[config.mk]
export PLATFORM = sky130hd
export DESIGN_NAME = region_restore_engine
export DESIGN_NICKNAME = d
export VERILOG_FILES = /design/src/rtl/region_restore_engine.sv
export SDC_FILE = /design/constraint.sdc
export NUM_CORES = 1
export LEC_CHECK = 0
export CAP_MARGIN = 20
export CORE_UTILIZATION = 45
export CTS_CLUSTER_DIAMETER = 120
export CTS_CLUSTER_SIZE = 8
export DETAILED_ROUTE_END_ITERATION = 8
export PLACE_DENSITY = 0.72
export SYNTH_ARGS = -nofsm -noshare
export SYNTH_HDL_FRONTEND = slang
export SYNTH_SLANG_ARGS = --single-unit
[constraint.sdc]
create_clock -name i_clk -period 4.97 [get_ports i_clk]
set_input_delay 1.491 -clock i_clk [delete_from_list [all_inputs] [get_ports i_clk]]
set_output_delay 1.491 -clock i_clk [all_outputs]
set_load 0.01 [all_outputs]
[src/rtl/region_restore_engine.sv]
// region_restore_engine: redraws a W x H screen rectangle into the VGA
// plot port, from background RAM (mode 0) or as a solid fill (mode 1).
// Ports: i_clk, i_reset (sync, active high); i_start/i_mode/i_org_x/
//  i_org_y/i_rect_w/i_rect_h/i_fill_colour request; o_bg_addr/i_bg_q
//  background RAM read; o_busy/o_done handshake; o_vga_x/o_vga_y/
//  o_vga_colour/o_vga_plot VGA adapter write port.
`timescale 1ns/1ps
module region_restore_engine #(
  parameter int SCREEN_W = 160,
  parameter int SCREEN_H = 120,
  parameter int X_W      = 8,
  parameter int Y_W      = 7,
  parameter int COLOUR_W = 9,
  parameter int ADDR_W   = 15,
  parameter int MAX_W    = 32,
  parameter int MAX_H    = 32,
  parameter int RD_LAT   = 2,
  localparam int WW = $clog2(MAX_W + 1),
  localparam int HW = $clog2(MAX_H + 1)
) (
  input  logic                i_clk,
  input  logic                i_reset,
  input  logic                i_start,
  input  logic                i_mode,
  input  logic [X_W-1:0]      i_org_x,
  input  logic [Y_W-1:0]      i_org_y,
  input  logic [WW-1:0]       i_rect_w,
  input  logic [HW-1:0]       i_rect_h,
  input  logic [COLOUR_W-1:0] i_fill_colour,
  output logic [ADDR_W-1:0]   o_bg_addr,
  input  logic [COLOUR_W-1:0] i_bg_q,
  output logic                o_busy,
  output logic                o_done,
  output logic [X_W-1:0]      o_vga_x,
  output logic [Y_W-1:0]      o_vga_y,
  output logic [COLOUR_W-1:0] o_vga_colour,
  output logic                o_vga_plot
);

  localparam int DW = $clog2(RD_LAT + 2);

  typedef enum logic [1:0] {
    S_IDLE,
    S_SCAN,
    S_DRAIN,
    S_DONE
  } state_t;

  state_t r_state;
  state_t w_next_state;

  logic                r_mode;
  logic [X_W-1:0]      r_org_x;
  logic [Y_W-1:0]      r_org_y;
  logic [WW-1:0]       r_w;
  logic [HW-1:0]       r_h;
  logic [COLOUR_W-1:0] r_fill;
  logic [WW-1:0]       r_cx;
  logic [HW-1:0]       r_cy;
  logic [DW-1:0]       r_dcnt;

  logic [X_W-1:0] r_dx [RD_LAT];
  logic [Y_W-1:0] r_dy [RD_LAT];
  logic           r_dv [RD_LAT];

  logic           w_accept;
  logic           w_zero;
  logic           w_row_end;
  logic           w_last;
  logic           w_drain_end;
  logic           w_busy;
  logic           w_done;
  logic           w_scan;
  logic           w_drain;
  logic [X_W:0]   w_sx;
  logic [Y_W:0]   w_sy;
  logic           w_v0;

  assign w_accept    = (r_state == S_IDLE) && i_start;
  assign w_zero      = (i_rect_w == '0) || (i_rect_h == '0);
  assign w_row_end   = (r_cx == r_w - WW'(1));
  assign w_last      = w_row_end && (r_cy == r_h - HW'(1));
  // The drain covers the read latency plus one settling cycle.
  assign w_drain_end = (r_dcnt == DW'(RD_LAT));

  always_ff @(posedge i_clk) begin
    if (i_reset) r_state <= S_IDLE;
    else         r_state <= w_next_state;
  end

  always_comb begin
    w_next_state = r_state;
    unique case (r_state)
      S_IDLE: begin
        if (i_start) w_next_state = w_zero ? S_DONE : S_SCAN;
      end
      S_SCAN: begin
        if (w_last) w_next_state = S_DRAIN;
      end
      S_DRAIN: begin
        if (w_drain_end) w_next_state = S_DONE;
      end
      S_DONE:  w_next_state = S_IDLE;
      default: w_next_state = S_IDLE;
    endcase
  end

  always_comb begin
    w_busy  = 1'b0;
    w_done  = 1'b0;
    w_scan  = 1'b0;
    w_drain = 1'b0;
    unique case (r_state)
      S_IDLE:  ;
      S_SCAN:  begin w_busy = 1'b1; w_scan = 1'b1; end
      S_DRAIN: begin w_busy = 1'b1; w_drain = 1'b1; end
      S_DONE:  begin w_busy = 1'b1; w_done = 1'b1; end
      default: ;
    endcase
  end

  assign o_busy = w_busy;
  assign o_done = w_done;

  always_ff @(posedge i_clk) begin
    if (i_reset) begin
      r_mode  <= 1'b0;
      r_org_x <= '0;
      r_org_y <= '0;
      r_w     <= '0;
      r_h     <= '0;
      r_fill  <= '0;
      r_cx    <= '0;
      r_cy    <= '0;
      r_dcnt  <= '0;
    end else begin
      if (w_accept) begin
        r_mode  <= i_mode;
        r_org_x <= i_org_x;
        r_org_y <= i_org_y;
        r_w     <= i_rect_w;
        r_h     <= i_rect_h;
        r_fill  <= i_fill_colour;
        r_cx    <= '0;
        r_cy    <= '0;
      end else if (w_scan) begin
        if (w_row_end) begin
          r_cx <= '0;
          r_cy <= r_cy + 1'b1;
        end else begin
          r_cx <= r_cx + 1'b1;
        end
      end
      r_dcnt <= w_drain ? r_dcnt + 1'b1 : '0;
    end
  end

  // One extra bit on each sum so off-screen pixels are detected, not wrapped.
  assign w_sx = (X_W+1)'(r_org_x) + (X_W+1)'(r_cx);
  assign w_sy = (Y_W+1)'(r_org_y) + (Y_W+1)'(r_cy);
  assign w_v0 = w_scan
             && (w_sx < (X_W+1)'(SCREEN_W))
             && (w_sy < (Y_W+1)'(SCREEN_H));

  assign o_bg_addr = ADDR_W'(w_sy) * ADDR_W'(SCREEN_W)
                   + ADDR_W'(w_sx);

  always_ff @(posedge i_clk) begin
    if (i_reset) begin
      for (int i = 0; i < RD_LAT; i++) begin
        r_dx[i] <= '0;
        r_dy[i] <= '0;
        r_dv[i] <= 1'b0;
      end
    end else begin
      r_dx[0] <= w_sx[X_W-1:0];
      r_dy[0] <= w_sy[Y_W-1:0];
      r_dv[0] <= w_v0;
      for (int i = 1; i < RD_LAT; i++) begin
        r_dx[i] <= r_dx[i-1];
        r_dy[i] <= r_dy[i-1];
        r_dv[i] <= r_dv[i-1];
      end
    end
  end

  assign o_vga_x      = r_dx[RD_LAT-1];
  assign o_vga_y      = r_dy[RD_LAT-1];
  assign o_vga_plot   = r_dv[RD_LAT-1];
  assign o_vga_colour = r_dv[RD_LAT-1]
                      ? (r_mode ? r_fill : i_bg_q) : '0;

endmodule

# Yosys cells after proc, flatten, opt, wreduce, memory -nomap -nowiden
# Memories as Yosys holds them, arrays and structs flattened.
# Index checks and enable logic that the tools add are counted.
[classes] addsub=8 bitwise_logic=7 eq_ne=9 magnitude_cmp=2 n_mul=1 n_div=0 n_mux=21 n_shift=0 n_reduce_logical=13
[ops] op="9-bit two-way mux" count=2
[ops] op="8-bit two-way mux" count=2
[ops] op="15-bit by 9-bit adder with 15-bit output" count=1
[ops] op="7-bit two-way mux" count=2
[ops] op="6-bit by 1-bit adder with 6-bit output, second input constant" count=2
[ops] op="6-bit == test" count=2
[ops] op="6-bit logical NOT" count=2
[ops] op="6-bit by 1-bit subtractor with 6-bit output, second input constant" count=2
[ops] op="8-bit by 3-bit multiplier with 10-bit output, second input constant" count=1
[ops] op="8-bit by 6-bit adder with 9-bit output" count=1
[ops] op="9-bit by 8-bit less-than comparator with 1-bit output, second input constant" count=1
[ops] op="1-bit two-way mux" count=9
[ops] op="7-bit by 6-bit adder with 8-bit output" count=1
[ops] op="8-bit by 7-bit less-than comparator with 1-bit output, second input constant" count=1
[ops] op="2-bit two-way mux" count=4
[ops] op="2-bit case mux with 4 select lines" count=1
[ops] op="2-bit == test, second input constant" count=3
[ops] op="6-bit two-way mux" count=1
[ops] op="2-bit != test, second input constant" count=3
[ops] op="1-bit OR" count=6
[ops] op="1-bit logical AND" count=4
[ops] op="2-bit OR reduction" count=2
[ops] op="3-bit AND reduction" count=1
[ops] op="3-bit OR reduction" count=1
[ops] op="other kinds (6)" count=6
[word_totals] mem_count=3 in_bits=49 output_inout_bits=42 romBits=0 latch_bits=0 register_bits=53 mem_bits_rw=32 wordCells=74
[mem_list] memory="r_dx" depth=2 word_bits=8 rd=2 rd_ports_with_merged_regs=0 write_ports=2 line="62" source="logic [X_W-1:0] r_dx [RD_LAT];"
[mem_list] memory="r_dy" depth=2 word_bits=7 rd=2 rd_ports_with_merged_regs=0 write_ports=2 line="63" source="logic [Y_W-1:0] r_dy [RD_LAT];"
[mem_list] memory="r_dv" depth=2 word_bits=1 rd=2 rd_ports_with_merged_regs=0 write_ports=2 line="64" source="logic r_dv [RD_LAT];"

# Logic depth before layout (Yosys ltp)
[logic_depth] depth_word=5 mapped_depth=15 depth_no_buf=15

# Worst setup path after synthesis
# OpenSTA, ideal clock, no wires.
[synth_timing] kind="register to output" from="register r_cy[0]" to="output port o_bg_addr[14]" t_arrival_ps=3617 setup_slack_ps=-138 required_time_ps=3479 path_buffers=0 stages_incl_launch_ff=16 cell_sequence="dfxtp_1 > ha_1 > fa_1 > a21o_1 > a21oi_1 > xnor2_1 > and2_1 > or2_1 > inv_1 > ha_1 > a211oi_1 > nor2_1 > o21a_1 > o21ai_0 > nor4bb_1 > xnor3_1"
[synth_between] elab_chain_len=3
[synth_rtl] item="start, declared" line="59" source="logic [HW-1:0] r_cy;"
[synth_rtl] item="start signal, assigned" line="149" source="r_cy <= r_cy + 1'b1;"
[synth_rtl] item="7-bit by 6-bit adder with 8-bit output" line="160" source="assign w_sy = (Y_W+1)'(r_org_y) + (Y_W+1)'(r_cy);"
[synth_rtl] item="8-bit by 3-bit multiplier with 10-bit output" line="165" source="assign o_bg_addr = ADDR_W'(w_sy) * ADDR_W'(SCREEN_W)"
[synth_rtl] item="15-bit by 9-bit adder with 15-bit output" line="166" source="+ ADDR_W'(w_sx);"
[synth_rtl] item="end, declared" line="30" source="output logic [ADDR_W-1:0] o_bg_addr,"
# Every way passes these cells.

# Worst setup path in the final report
[layout_timing] from="register r_org_y[0]" to="output port o_bg_addr[14]"
[layout_between] elab_chain_len=3
[layout_rtl] item="start, declared" line="54" source="logic [Y_W-1:0] r_org_y;"
[layout_rtl] item="start signal, assigned" line="140" source="r_org_y <= i_org_y;"
[layout_rtl] item="7-bit by 6-bit adder with 8-bit output" line="160"
[layout_rtl] item="named net w_sy[6]" line="76" source="logic [Y_W:0] w_sy;"
[layout_rtl] item="8-bit by 3-bit multiplier with 10-bit output" line="165"
[layout_rtl] item="15-bit by 9-bit adder with 15-bit output" line="166"
# The timed path passes the listed nets, and every way through them passes these cells.

==> impl_metrics.tcl <==
set metrics [dict create \
    clk_pin_slew_worst_paths_ns 0.09 \
    final_core_util_pct 62.68 \
    antenna_found_initial 0 \
    setup_tns_ns -0.6680 \
    layout_setup_ws_ns -0.2216 \
    synthFlopType "dfxtp_1" \
    synth.avg_cell_area_um2 8.377 \
    crit_path_cell_trace "ha_4 > fa_2 > a21o_1 > a21oi_2 > buf_4 > o21bai_4 > a21oi_2 > xnor2_2 > xor2_1 > ha_1 > o21ai_1 > nor2_1 > o21a_1 > buf_6 > nor3_2 > nor4bb_2 > xnor3_1 > buf_2" \
    peakVddDrop_mv 0.1605 \
    antennaDiodeCount 0 \
    critical_path.max_stage_delay_ns 0.34 \
    wl_um 10590 \
    overflow 0 \
    synth-edff-count 0 \
    fillers 880 \
    max-slew-margin-rel_pct 62.55 \
    fin_skew_ns 0.009872 \
    gp_congestion 0.8277 \
    yosys_register_bits 85 \
    crit_path_start_kind "register" \
    grt_pass1_vias 3995 \
    arrival_ns 3.70 \
    wl_met2_um 5292 \
    die_y_um 104.5 \
    grt.total_usage_pct 19.39 \
    power_leakage_uw 0.002690 \
    outcome "finished, violations left" \
    worst_pin_slew_ns 0.5610 \
    seq_area_mm2 0.001712 \
    netlist_instances 564 \
    layout_commonest_cell "nand2_1" \
    final_cells 824 \
    r2r-start "r_w[0]" \
    clockRootBuffer "clkbuf_8" \
    hpwl_um 7760 \
    placed_cells 796 \
    areaGrowthSynthToFinish_pct 35.73 \
    route.met3.wl_um 411 \
    drtIter0Drc 131 \
    htree_levels 3 \
    cp_top_family "compound AO/OA/AOI/OAI gates" \
    cp-end-kind "primary output" \
    cp.required_ns 3.48 \
    slew_violations 0 \
    synth.net_count 651 \
    critPathMaxFanout 2 \
    grt_pass1_wl_um 17330 \
    firstDrtPassIters 4 \
    synth_area_mm2 0.004725 \
    mostFrequentLayoutCells "87 x nand2_1, 81 x clkdlybuf4s50_1, 79 x dfxtp_1" \
    viasPerCell 5.040 \
    io_buffers 90 \
    crit_buf_inv 3 \
    crit_path_start "r_org_y[0]" \
    cts_buffers 9 \
    rrSetupSlack_ns 2.50 \
    slowest_stage "dfxtp_2" \
    yosysUniqueCellTypes 55 \
    layout_min_cycle_time_ns 5.192 \
    rsz0062_at_grt "true" \
    worst-setup-path-type "reg2out" \
    drive_gt1_share_pct 18.46 \
    wl_met1_um 4701 \
    io_pins 91 \
    power.total_uw 2294 \
    drt-wirelength-per-cell_um 12.85 \
    multi_input_area_mm2 0.002890 \
    grt_max_degree 48 \
    clk_latency_ns 0.35 \
    detailedPlace.worstSlack_ns -0.5646 \
    cp_common_cell "a21oi_2" \
    violations "negative setup slack" \
    start_util_pct 46.18 \
    synth-warning-count 0 \
    setup_viol 4 \
    cap_violations 0 \
    rows 37 \
    min_path_type "reg2reg" \
    cts_tree "built" \
    clockBufferDepth 2 \
    topRoutingLayerUsed "met4" \
    powerDensity_mw_per_mm2 357.8 \
    dieArea_mm2 0.01091 \
    clock-sinks 85 \
    final_hold_viol_count 0 \
    worstHoldStart "r_dcnt[0]" \
    route.detailed.drc 0 \
    fp.coreArea_mm2 0.01023 \
    async_flop_share_pct 0 \
    fmax_ghz 0.1926 \
    die_w_um 104.5 \
    synth.yosys.seq_area_share_pct 36.02 \
    fin_crit_sh_pct 104.5 \
    drtAntennaViolNets 0 \
    final_nets 770 \
    vias 4153 \
]
[per-layer routing]
layer,vias up,track usage [%]
met5,-,0
met4,0,7.347
met3,16,4.073
met2,83,33.96
met1,1954,23.11
li1,2100,-
[cell usage after synthesis (all sizes together) (2+ instances only)]
library cell,instances,area [um^2]
fa,4,80.08
inv,32,120.1
a211oi,2,15.01
a31oi,2,12.51
o21a,3,22.52
o211ai,2,15.01
nand2,87,326.6
nand3b,2,15.01
a2111oi,4,41.29
xor2,18,157.7
nor2b,38,237.7
nor4bb,2,20.02
or4,5,41.29
and2,4,25.02
mux2i,10,100.1
a21oi,53,265.3
o2111ai,3,26.28
nor2,38,142.6
o31ai,4,30.03
clkbuf,15,56.30
nand4b,2,17.52
nand4,2,12.51
buf,25,177.7
nand3,6,40.04
o311ai,2,17.52
nand2b,12,75.07
nor3,7,35.03
a21o,5,37.54
xnor2,24,210.2
ha,34,425.4
or3,7,48.80
o21ai,13,65.06
dfxtp,85,1702
[worst register-to-register path, stage by stage, from the launching register on]
cell and delay [ns]:
dfxtp_1 0.40, inv_1 0.06, ha_1 0.22, xnor2_1 0.14, xnor2_1 0.14, a2111oi_2 0.43, nand3_2 0.28, or4_1 0.54
a21oi_1 0.19
[power breakdown]
group,switching (uW),total (uW),internal (uW)
Combinational,471,947,476
Sequential,74.6,853,779
Clock,247,494,247
Total,792,2290,1500
[cells by family after synthesis]
family                     Yosys count  share of synthesized area [%]
adders and majority gates           38                          10.70
muxes                               10                          2.119
AOI/OAI and AO/OA                   99                          12.66
DFF                                 85                          36.02
buffers and inverters               72                          7.494
xor gates and xnor gates            43                          8.263
and+or+nand+nor                    217                          22.75
[state kept, by name, indices dropped and copies added, names as in the netlist]
register / cells
r_cy: 6
r_w: 6
r_dy: 14
r_dx: 16
r_state: 2
r_cx: 6
r_dcnt: 2
r_fill: 9
r_mode: 1
r_dv: 2
r_org_y: 7
r_h: 6
r_org_x: 8
[metrics by stage]
step | hold slack, ns | instance area (um^2)
finish | 0.4205 | 6412
global route | 0.4571 | 6412
CTS | 0.4194 | 6261
detailed placement | 0.4070 | 5908
global placement | 0.4025 | 5908
floorplan | 0.3921 | 4731
[path summary, 6_finish.rpt]
kind	end	depth (start not counted)
worst max-delay path	o_bg_addr[14]	18
worst min-delay path	r_dcnt[0]	1
worst max register to register	r_cy[4]	8
worst min register to register	r_dcnt[0]	1
[area by class of cell]
type / count / area share, %
multi-input cells: 407 / 45.07
clock buffers: 11 / 2.205
inverters: 32 / 1.912
clock inverters: 5 / 0.9171
well taps: 136 / 2.654
flip-flops and latches: 85 / 26.69
repair buffers: 148 / 20.55
[repair_timing]
action	CTS	global route
endpoints found under the setup margin	8	7
setup buffers	8	5
pin swaps	20	22
hold buffers	0	0
resized for setup	41	34
Power figures use the tool's default switching activity.
